<file path="src/rtl/type_r_sequencer.sv">
// Multi-cycle control sequencer for R-type, lw and sw instructions with registered outputs.
// Optional retired-instruction counter and `retired` port are enabled by defining CTRL_CONTADOR_EN.
module type_r_sequencer #(
  parameter int unsigned CNT_W = 16
) (
  input  logic             clk,
  input  logic             rst_n,
  input  logic             instr_valid,
  output logic             instr_ready,
  input  logic [31:0]      instruccion,
  input  logic             mem_ack,
  output logic             BR_En,
  output logic [2:0]       AluC,
  output logic             EnR,
  output logic             EnW,
  output logic             Mux1,
  output logic             done,
  output logic             err
`ifdef CTRL_CONTADOR_EN
  ,
  output logic [CNT_W-1:0] retired
`endif
);

  localparam logic [5:0] OpRType = 6'b000000;
  localparam logic [5:0] OpLw    = 6'b100011;
  localparam logic [5:0] OpSw    = 6'b101011;

  typedef enum logic [2:0] {
    StIdle,
    StDecode,
    StExec,
    StMem,
    StWb,
    StErr
  } state_e;

  if (CNT_W < 1) begin : g_cnt_w_check
    $error("CNT_W must be at least 1");
  end

  state_e     state_q, state_d;
  logic [5:0] op_q, funct_q;

  logic       ready_q, ready_d;
  logic       br_q, br_d;
  logic [2:0] aluc_q, aluc_d;
  logic       enr_q, enr_d;
  logic       enw_q, enw_d;
  logic       mux1_q, mux1_d;
  logic       done_q, done_d;
  logic       err_q, err_d;

  logic       handshake;
  logic       is_r, is_lw, is_sw;
  logic       funct_ok;
  logic       legal;
  logic [2:0] alu_code;

  assign handshake = instr_valid && ready_q;

  // Decode works only on the latched copy, so the source may change the word mid-operation.
  always_comb begin
    is_r     = (op_q == OpRType);
    is_lw    = (op_q == OpLw);
    is_sw    = (op_q == OpSw);
    funct_ok = 1'b0;
    alu_code = 3'b000;
    if (is_lw || is_sw) begin
      alu_code = 3'b010;
    end else if (is_r) begin
      funct_ok = 1'b1;
      case (funct_q)
        6'b100000: alu_code = 3'b010;
        6'b100010: alu_code = 3'b110;
        6'b100100: alu_code = 3'b000;
        6'b100101: alu_code = 3'b001;
        6'b101010: alu_code = 3'b111;
        default:   funct_ok = 1'b0;
      endcase
    end
    legal = is_lw || is_sw || funct_ok;
  end

  always_comb begin
    state_d = state_q;
    unique case (state_q)
      StIdle:   if (handshake) state_d = StDecode;
      StDecode: state_d = legal ? StExec : StErr;
      StExec:   state_d = is_r ? StWb : StMem;
      StMem: begin
        if (mem_ack) state_d = is_lw ? StWb : StIdle;
      end
      StWb:     state_d = StIdle;
      StErr:    state_d = StIdle;
      default:  state_d = StIdle;
    endcase
  end

  // Outputs are computed from the next state so every port comes straight from a flop.
  always_comb begin
    ready_d = (state_d == StIdle);
    br_d    = (state_d == StWb);
    mux1_d  = (state_d == StWb) && is_lw;
    enr_d   = (state_d == StMem) && is_lw;
    enw_d   = (state_d == StMem) && is_sw;
    aluc_d  = (state_d == StExec) ? alu_code : aluc_q;
    done_d  = (state_q == StWb) || ((state_q == StMem) && mem_ack && is_sw);
    err_d   = (state_d == StErr);
  end

  always_ff @(posedge clk or negedge rst_n) begin
    if (!rst_n) begin
      state_q <= StIdle;
      op_q    <= 6'b000000;
      funct_q <= 6'b000000;
      ready_q <= 1'b0;
      br_q    <= 1'b0;
      aluc_q  <= 3'b000;
      enr_q   <= 1'b0;
      enw_q   <= 1'b0;
      mux1_q  <= 1'b0;
      done_q  <= 1'b0;
      err_q   <= 1'b0;
    end else begin
      state_q <= state_d;
      if (handshake) begin
        op_q    <= instruccion[31:26];
        funct_q <= instruccion[5:0];
      end
      ready_q <= ready_d;
      br_q    <= br_d;
      aluc_q  <= aluc_d;
      enr_q   <= enr_d;
      enw_q   <= enw_d;
      mux1_q  <= mux1_d;
      done_q  <= done_d;
      err_q   <= err_d;
    end
  end

  assign instr_ready = ready_q;
  assign BR_En       = br_q;
  assign AluC        = aluc_q;
  assign EnR         = enr_q;
  assign EnW         = enw_q;
  assign Mux1        = mux1_q;
  assign done        = done_q;
  assign err         = err_q;

`ifdef CTRL_CONTADOR_EN
  logic [CNT_W-1:0] retired_q;

  // Updates on the same edge that raises done, so the count already includes that instruction.
  always_ff @(posedge clk or negedge rst_n) begin
    if (!rst_n) begin
      retired_q <= '0;
    end else if (done_d) begin
      retired_q <= retired_q + CNT_W'(1);
    end
  end

  assign retired = retired_q;
`endif

endmodule
</file>
<file path="config.mk">
export PLATFORM = sky130hd
export DESIGN_NAME = type_r_sequencer
export DESIGN_NICKNAME = d
export VERILOG_FILES = /design/src/rtl/type_r_sequencer.sv
export SDC_FILE = /design/constraint.sdc
export NUM_CORES = 1
export LEC_CHECK = 0
export BUFFER_PORTS_ARGS = -buffer_cell sky130_fd_sc_hd__buf_2
export CAP_MARGIN = 20
export CORE_AREA = 2 2 52 54
export DETAILED_ROUTE_END_ITERATION = 12
export DIE_AREA = 0 0 54 56
export PLACE_DENSITY_LB_ADDON = 0.08
export SLEW_MARGIN = 10
export SYNTH_ARGS = -nofsm -noshare
export SYNTH_HDL_FRONTEND = slang
export SYNTH_SLANG_ARGS = --single-unit
export TNS_END_PERCENT = 30
</file>
<file path="constraint.sdc">
create_clock -name clk -period 2.2 [get_ports clk]
set_input_delay 0.33 -clock clk [delete_from_list [all_inputs] [get_ports clk]]
set_output_delay 0.33 -clock clk [all_outputs]
set_load 0.01 [all_outputs]
</file>
### Word level (Yosys, flattened, before mapping)

Index checks and enable logic that the tools add are counted.

* register bits after elaboration: 25
* output and inout bits: 10

* equality and inequality tests: 15
* reductions and logical operators: 13
* muxes and demuxes: 12

Operators by type and width (number)
* == test 6 bit (second input constant): 7
* one-hot mux 3 bit (4 select lines): 2
* two-way mux 3 bit: 7
* == test 3 x 2 -> 1 bit (second input constant): 4
* == test 3 bit (second input constant): 3
* logical AND 1 bit: 6
* logical NOT 3 bit: 2
* logical NOT 6 bit: 1
* OR reduction 5 bit: 1
* == test 3 x 1 -> 1 bit (second input constant): 1
* logical OR 1 bit: 3
* two-way mux 1 bit: 3

### Depth between registers and ports, before layout

Gate-level depths: netlist of the first run.

* depth after elaboration: 10
* mapped depth: 5

### Worst setup path after synthesis of the first run

OpenSTA, ideal clock, no wires.

* path kind: reg2reg
* start: register op_q[0]
* end: register aluc_q[1], in the netlist AluC[1]
* clock period less this slack: 1724 ps
* data required time: 2067 ps
* path slack: 476 ps
* path buffers: 1
* arrival: 1591 ps
* cell stages (with the launch flop): 6
* cell sequence: dfrtp_1 or4_1 nand4bb_1 clkbuf_2 o41ai_1 a21oi_1

* cells in the longest elaborated chain, start to end: 7

Ends and longest elaborated chain
* from (decl): line 43 `logic [5:0] op_q, funct_q;`
* from (signal assigned): line 128 `op_q <= instruccion[31:26];`
* logical NOT 6 bit, or another cell as far along: line 64 `is_r = (op_q == OpRType);`
* two-way mux 1 bit / logical OR 1 bit (equally long branches): line 71, 69, 82
* two-way mux 1 bit: line 69 `if (is_lw || is_sw) begin`
* logical OR 1 bit: line 82 `legal = is_lw || is_sw || funct_ok;`
* two-way mux 3 bit: line 89 `StDecode: state_d = legal ? StExec : StErr;`
* one-hot mux 3 bit (4 select lines): line 87 `unique case (state_q)`
* == test 3 x 2 -> 1 bit: line 107 `aluc_d = (state_d == StExec) ? alu_code : aluc_q;`
* to (signal assigned): line 133 `aluc_q <= aluc_d;`
* to (decl): line 47 `logic [2:0] aluc_q, aluc_d;`

Several ways; a longest one is shown, not always the timed one.
A chain may end at the register's enable or synchronous reset.

### Worst setup path after layout of the first run

Same ends and word-level chain as after synthesis.

==> impl_results.md, run 1 <==
* Status: finished clean
* Slew Limit Fails at 0
* Initial DRC count at 14
* FP Rows at 18
* Per-cell routed wire length at 13.0 um
* Reg power frac at 51.3%
* Congestion Overflow GR at 0
* Final period util at 88.5%
* Max Freq at 0.513 GHz
* Post-synth top area cell: dfrtp_1
* Internal power at 0.000948 W
* Max Cap Viol at 0
* Final Skew at 0.00936 ns
* 1st-pass router iterations at 4
* Nets at 158
* Register area share after synthesis at 57.5%
* GPL Wtd Cong at 0.705
* Total CTS buffers at 3
* Worst path arrival time at 2.14 ns
* Max VDD drop at 0.648 mV
* DR vias at 794
* Placed Area at 1240 um2
* Total Wirelength at 1970 um
* Clock Latency Late Sink at 0.31 ns
* Setup crit end kind: flip-flop
* Synth top area share at 57.5%
* Kind of critical path: flip-flop to flip-flop
* Setup Viol. Count Final at 0
* Area Growth Syn to Fin at 17.7%
* DRT antenna net count at 0
* Final Instance Area at 1280 um2
* #FFs+latches synth at 25
* Worst slew pin tran at 0.665 ns
* Final hold violations at 0
* Yosys warning total at 0
* Synthesized area per cell at 11.7 um2
* Largest net degree at the start of global routing at 26
* Post-DP HPWL at 1430 um
* RSZ-0062 raised after global routing: false
* Lkg Pwr at 0.600 nW
* Syn nets at 129
* Crit Path Max Fanout at 8
* Ant. Diodes at 0
* PwrDens at 1130 nW/um2
* CP Data Required Time at 2.39 ns
* Setup TNS at 0 ns
* Sw frac at 34.3%
* Mapped Area at 1090 um2
* CORE AREA at 2430 um2
* Switching power at 0.000494 W
* WHS at 0.235 ns
* Postcts setup bufs at 0
* Filler instances at 234
* Worst-case clock buffer depth at 2
* Tot GR Track Use at 14.5%
* Die W at 54 um
* Layout cell share with drive strength beyond 1 at 36.4%
* CTS tree: built
* Gate power share at 34.7%
* Die Area at 3020 um2
* Startpoint Class: flip-flop
* Top cells by area, synth: dfrtp_1 (58%), mux2_2 (12%), nand2_1 (3.1%)
* Post-cts resize count at 0
* IO buf count at 25
* Cell count after synthesis at 93
* Clk pin slew, worst setup/hold paths at 0.14 ns
* Final Power at 0.00144 W
* Util after Layout at 52.6%
* Final min period at 1.95 ns
* Root buf cell: clkbuf_4
* Vias in the first global route at 759
* Cell variety after synth at 31
* Initial antenna violation count at 0
* Worst slew margin at 55.2%
* CTS HTree Levels at 1
* DRC at 0
* Min-Delay Path Class: input pin to flip-flop
* Die Y at 56 um
* Clk pwr share at 14.0%
* CTS Sinks at 25
* Hold Buf Count CTS at 1
* First-pass GRT wire length at 3270 um
* Initial Utilization at 44.7%
* DR vias/cell at 5.26
* I/O pins at 46
state kept, by name, indices dropped and copies added, names as in the netlist:
| name | cells |
|---|---|
| AluC | 3 |
| BR_En | 1 |
| EnR | 1 |
| EnW | 1 |
| Mux1 | 1 |
| done | 1 |
| err | 1 |
| funct_q | 6 |
| instr_ready | 1 |
| op_q | 6 |
| state_q | 3 |
cells by family after synthesis:
family | synth area share [%]
mux | 13.3
compound gates | 9.90
simple gates | 16.6
buf+inv | 2.65
flops | 57.5
metal layers:
metal	GRT usage, %	wire length [um]	up-vias
met5	0	0	-
met3	2.42	94	2
met2	21.6	919	17
met4	5.36	15	0
li1	-	-	391
met1	20.9	937	384
cell usage in the layout, fill, tap and decap left out, drive strengths merged:
cell type    count
o31ai            1
nor4             2
nand3            3
nor2             5
o21bai           1
o211ai           2
nor4bb           2
o311a            1
mux2            12
a21oi            2
o21ai            4
or3b             2
and2             1
nand2b           1
or3              2
or4              1
dlygate4sd3      1
buf             26
inv              4
a31oi            2
mux2i            1
dfrtp           25
nand4bb          1
nor3             1
o41ai            1
clkbuf           4
o2111ai          1
nand2            9
o21a             1
or2              1
and3             1
synth_stat cells:
library cell,number
nand2b_1,1
nand3_1,3
o31ai_1,1
o21bai_1,1
or2_2,1
o2111ai_1,1
nand2_1,9
and2_1,1
o311a_1,1
o41ai_1,1
or3b_1,1
nor2_1,5
nor3_1,1
nand4bb_1,1
dfrtp_1,25
or3_1,2
and3_2,1
o21a_1,1
mux2i_1,1
clkbuf_2,2
o21ai_0,4
a21oi_1,2
clkbuf_1,1
or4_1,1
o211ai_1,2
a31oi_1,2
nor4_1,2
nor4bb_1,2
or3b_2,1
mux2_2,12
inv_1,4
metrics by stage:
step                setup slack (ns)  cells
floorplan                      0.476     93
global placement               0.280    146
detailed placement             0.261    146
CTS                            0.237    151
global route                   0.130    151
finish                         0.252    151
cell type report:
| type | instances | area [um2] | area share (%) |
|---|---|---|---|
| Sequential cell | 25 | 626 | 48.9 |
| Multi-Input combinational cell | 61 | 433 | 33.8 |
| Timing Repair Buffer | 27 | 143 | 11.1 |
| Tap cell | 30 | 37.5 | 2.93 |
| Clock buffer | 4 | 26.3 | 2.05 |
| Inverter | 4 | 15.0 | 1.17 |
final timing paths:
check	from	end	slack, ns	cells past startpoint
worst min register to register	state_q[2]	state_q[0]	0.50	1
min in group asynchronous	rst_n	BR_En	0.51	2
worst max-delay path	op_q[0]	AluC[1]	0.25	4
worst min-delay path	instruccion[2]	funct_q[2]	0.23	2
worst max register to register	op_q[0]	AluC[1]	0.25	4
max in group asynchronous	rst_n	op_q[1]	1.33	2
worst max-delay path, cell delays in order (launching register included):
cell       delay (ns)
dfrtp_1          0.40
or4_1            0.54
nand4bb_1        0.39
o41ai_1          0.44
a21oi_1          0.07
power groups by stage:
stage                     sequential (W)  combinational (W)  clock [W]
final                           0.000740           0.000500   0.000202
after global routing            0.000764           0.000568   0.000228
after CTS                       0.000741           0.000503   0.000210
after detailed placement        0.000752           0.000499          0
after global placement          0.000747           0.000487          0
after floorplan                 0.000742           0.000362          0
(Power assumes the default switching activity.)
==> run 2, diff against run 1 <==
Settings changed: SLEW_MARGIN 10 to 0.
Clock period 2.2 ns to 1.9 ns, I/O delays scaled along.
==> impl_results.md, run 2 (synthesis gave the netlist of run 1 again) <==
* Setup TNS at 0 ns
* Util after Layout at 55.1%
* CP Data Required Time at 2.15 ns
* FP Rows at 18
* Final min period at 1.81 ns
* Area occupied by registers at 626 um2
* Ant. Diodes at 0
* Hold Crit Start: instruccion[28]
* Die Area at 3020 um2
* RSZ-0062 raised after global routing: false
* Clock Latency Late Sink at 0.31 ns
* Setup crit end kind: flip-flop
* CTS tree: built
* Worst-case clock buffer depth at 2
* Congestion Overflow GR at 0
* Crit. Startpoint: op_q[1]
* CTS HTree Levels at 1
* CORE AREA at 2430 um2
* Most frequent cells in the layout: dfrtp_1 (25), buf_2 (25), mux2_2 (12)
* Post-DP HPWL at 1430 um
* Root buf cell: clkbuf_4
* First-pass GRT wire length at 3530 um
* Initial antenna violation count at 0
* CTS Sinks at 25
* Clk pin slew, worst setup/hold paths at 0.13 ns
* Total Wirelength at 1950 um
* Area occupied by multi-input gates at 459 um2
* DRC at 0
* Final Instance Area at 1340 um2
* 1st-pass router iterations at 4
* GPL Wtd Cong at 0.763
* DR vias/cell at 5.14
* Max VDD drop at 0.818 mV
* Top Usage Layer GRT: met2
* Filler instances at 239
* Final period util at 95.1%
* Vias in the first global route at 803
* Largest net degree at the start of global routing at 26
* PwrDens at 1300 nW/um2
* IO buf count at 25
* Status: finished clean
* Slew Limit Fails at 0
* Critical R2R Launch: op_q[1]
* Grt met1 use at 22.3%
* Total CTS buffers at 3
* Initial DRC count at 13
* Global Route met3 Usage at 3.23%
* Die Y at 56 um
* Min-Delay Path Class: input pin to flip-flop
* DR vias at 796
* Worst slew pin tran at 0.639 ns
* Layout cell share with drive strength beyond 1 at 41.6%
* Area Growth Syn to Fin at 23.4%
* Tot GR Track Use at 15.4%
* Final Skew at 0.00681 ns
* Clk pwr share at 13.2%
* Reg power frac at 50.1%
* Per-cell routed wire length at 12.6 um
* Startpoint Class: flip-flop
* Biggest regs: funct_q x6, op_q x6
* Sw frac at 34.3%
* Setup Viol. Count Final at 0
* Max Freq at 0.553 GHz
* Lkg Pwr at 0.630 nW
* Nets at 162
* Internal power at 0.00114 W
* Initial Utilization at 44.7%
* Placed Area at 1270 um2
* Kind of critical path: flip-flop to flip-flop
* Worst path arrival time at 2.06 ns
* Final Power at 0.00174 W
* Die W at 54 um
* Switching power at 0.000597 W
* Max Cap Viol at 0
* GR Util met2 at 23.5%
* Worst slew margin at 56.9%
* Crit Path Max Fanout at 7
* Final hold violations at 0
* I/O pins at 46
* DRT antenna net count at 0
* Gate power share at 36.7%
## run 2: power groups by stage
stage | clock network (W) | logic, W | registers, W
after CTS | 0.000242 | 0.000621 | 0.000855
final | 0.000230 | 0.000639 | 0.000872
after floorplan | 0 | 0.000419 | 0.000859
after detailed placement | 0 | 0.000617 | 0.000868
after global routing | 0.000268 | 0.000731 | 0.000904
after global placement | 0 | 0.000604 | 0.000864
## run 2: path summary, 6_finish.rpt
path | endpoint | slack [ns] | cells after the start
max | AluC[2] | 0.09 | 5
min | op_q[2] | 0.19 | 2
max reg2reg | AluC[2] | 0.09 | 5
min reg2reg | state_q[0] | 0.50 | 1
max in group asynchronous | funct_q[1] | 1.06 | 2
min in group asynchronous | AluC[1] | 0.47 | 2
## run 2: worst max-delay path, stage by stage, from the launching register on
cell,delay [ns]
dfrtp_1,0.42
or4_4,0.52
nand4bb_4,0.25
buf_6,0.15
or3_1,0.33
nand3_1,0.08
## run 2: layer usage
| metal | up-vias | wire, um |
|---|---|---|
| met4 | 0 | 12 |
| li1 | 400 | - |
| met2 | 19 | 888 |
| met5 | - | 0 |
| met3 | 2 | 91 |
| met1 | 375 | 957 |
## run 2: final cells by class
cell class	count	share of cell area [%]
sequential	25	46.6
multi-input combinational	61	34.2
timing repair buffer	31	13.2
tap	30	2.80
clock buffer	3	1.68
inverter	4	1.12
clock inverter	1	0.373
## run 2: timing repair
item                       4_1_cts  5_1_grt
gates resized for setup          0        4
hold endpoints to repair        25        0
setup endpoints to repair        0        7
buffers inserted                 0        0
hold buffers                     1        0
## run 2: per-stage QoR
step           worst slack [ns]  instances  hold slack (ns)
2_1_floorplan             0.176         93          -0.0106
3_3_place_gp             0.0900        150            0.298
3_5_place_dp             0.0697        150            0.306
4_1_cts                  0.0372        155            0.184
5_1_grt                 0.00991        155            0.171
6_report                 0.0930        155            0.192
==> run 3, diff against run 2 <==
Settings changed: CORE_AREA 2 2 52 54 to 2 2 58 60, DIE_AREA 0 0 54 56 to 0 0 60 62.
==> impl_results.md, run 3 (synthesis gave the netlist of run 1 again) <==
* Status: finished clean
* Congestion Overflow GR at 0
* Clk pin slew, worst setup/hold paths at 0.13 ns
* Worst slew pin tran at 0.654 ns
* Worst path arrival time at 2.09 ns
* Most frequent cells in the layout: dfrtp_1 (25), buf_2 (25), mux2_2 (12)
* Total CTS buffers at 3
* Final Non-Filler Cells at 171
* Clock Latency Late Sink at 0.31 ns
* Post-placement cell count at 166
* Setup TNS at 0 ns
* Kind of critical path: flip-flop to flip-flop
* Max Cap Viol at 0
* Crit Path Max Fanout at 7
* Area Growth Syn to Fin at 24.2%
* Initial DRC count at 28
* Worst reg2reg setup slack at 0.07 ns
* Initial Utilization at 34.2%
* GPL Wtd Cong at 0.731
* Worst-case clock buffer depth at 2
* Reg-to-Reg End: AluC[0]
* Max VDD drop at 0.556 mV
* Root buf cell: clkbuf_4
* IO buf count at 25
* CTS Sinks at 25
* Max Freq at 0.547 GHz
* Final period util at 96.2%
* WHS at 0.192 ns
* I/O pins at 46
* Critical R2R Launch: op_q[0]
* Layout cell share with drive strength beyond 1 at 40.0%
* Final Instance Area at 1350 um2
* Vias in the first global route at 769
* Final hold violations at 0
* FF-to-FF path depth at 5
* Total Wirelength at 2060 um
* Per-cell routed wire length at 12.1 um
* CTS tree: built
* Die Area at 3720 um2
* Initial antenna violation count at 0
* Nets at 162
* DRT antenna net count at 0
* Crit path capture: AluC[0]
* FP Rows at 21
* CP Data Required Time at 2.16 ns
* Final Skew at 0.000659 ns
* DR vias at 814
* Final min period at 1.83 ns
* CTS HTree Levels at 1
* Tot GR Track Use at 12.6%
* Postcts setup bufs at 0
* Biggest regs: funct_q x6, op_q x6
* CORE AREA at 3180 um2
* Worst hold path stage count at 2
* Die Y at 62 um
* Placed Area at 1290 um2
* Startpoint Class: flip-flop
* Die W at 60 um
* Post-DP HPWL at 1520 um
* PwrDens at 1290 nW/um2
* 1st-pass router iterations at 4
* Largest net degree at the start of global routing at 26
* DR vias/cell at 4.76
* Ant. Diodes at 0
* Slew Limit Fails at 0
* Crit. Startpoint: op_q[0]
* Lkg Pwr at 0.625 nW
* Worst slew margin at 56.0%
* RSZ-0062 raised after global routing: false
* First-pass GRT wire length at 3400 um
* DRC at 0
* Min-Delay Path Class: input pin to flip-flop
* Setup crit end kind: flip-flop
* Setup Viol. Count Final at 0
[run 3: where the power goes]
group | internal, W | leakage, nW | switching [W] | total (W)
combinational | 0.000349 | 0.307 | 0.000289 | 0.000638
sequential | 0.000715 | 0.304 | 0.000156 | 0.000870
clock | 0.0000820 | 0.0150 | 0.000154 | 0.000235
[run 3: worst min path at each step]
stage | startpoint | to | slack (ns)
floorplan | rst_n | AluC[0] | -0.01
global placement | rst_n | err | 0.31
detailed placement | rst_n | err | 0.31
CTS | instruccion[3] | funct_q[3] | 0.17
global route | instruccion[1] | funct_q[1] | 0.17
finish | instruccion[3] | funct_q[3] | 0.19
[run 3: what timing repair did]
item,4_1_cts,5_1_grt
hold endpoints to repair,25,0
resized for setup,0,2
hold buffers,1,0
setup endpoints to repair,0,5
[run 3: critical path, stage by stage, from the launching register on]
cell,delay (ns)
dfrtp_1,0.40
or4_4,0.53
nand4bb_4,0.24
buf_4,0.18
or3_1,0.34
nand3_1,0.09
[run 3: metrics by stage]
step	total power, W	utilization, %	setup slack, ns
6_report	0.00174	42.5	0.0722
3_5_place_dp	0.00149	40.7	0.0633
3_3_place_gp	0.00148	40.7	0.0811
4_1_cts	0.00174	41.8	0.0352
5_1_grt	0.00188	42.5	0.0183
2_1_floorplan	0.00128	-	0.176
[run 3: per-layer routing]
| layer | vias up | track usage [%] | wire (um) |
|---|---|---|---|
| met2 | 24 | 19.6 | 955 |
| li1 | 404 | - | - |
| met5 | - | 0 | 0 |
| met1 | 384 | 16.8 | 968 |
| met4 | 0 | 6.67 | 19 |
| met3 | 2 | 2.07 | 119 |
[run 3: final cells by class]
| type | count | area [um2] |
|---|---|---|
| clock buffers | 4 | 26.3 |
| fillers | 328 | 1830 |
| inverters | 4 | 15.0 |
| multi-input cells | 61 | 453 |
| flip-flops and latches | 25 | 626 |
| well taps | 46 | 57.6 |
| repair buffers | 31 | 173 |
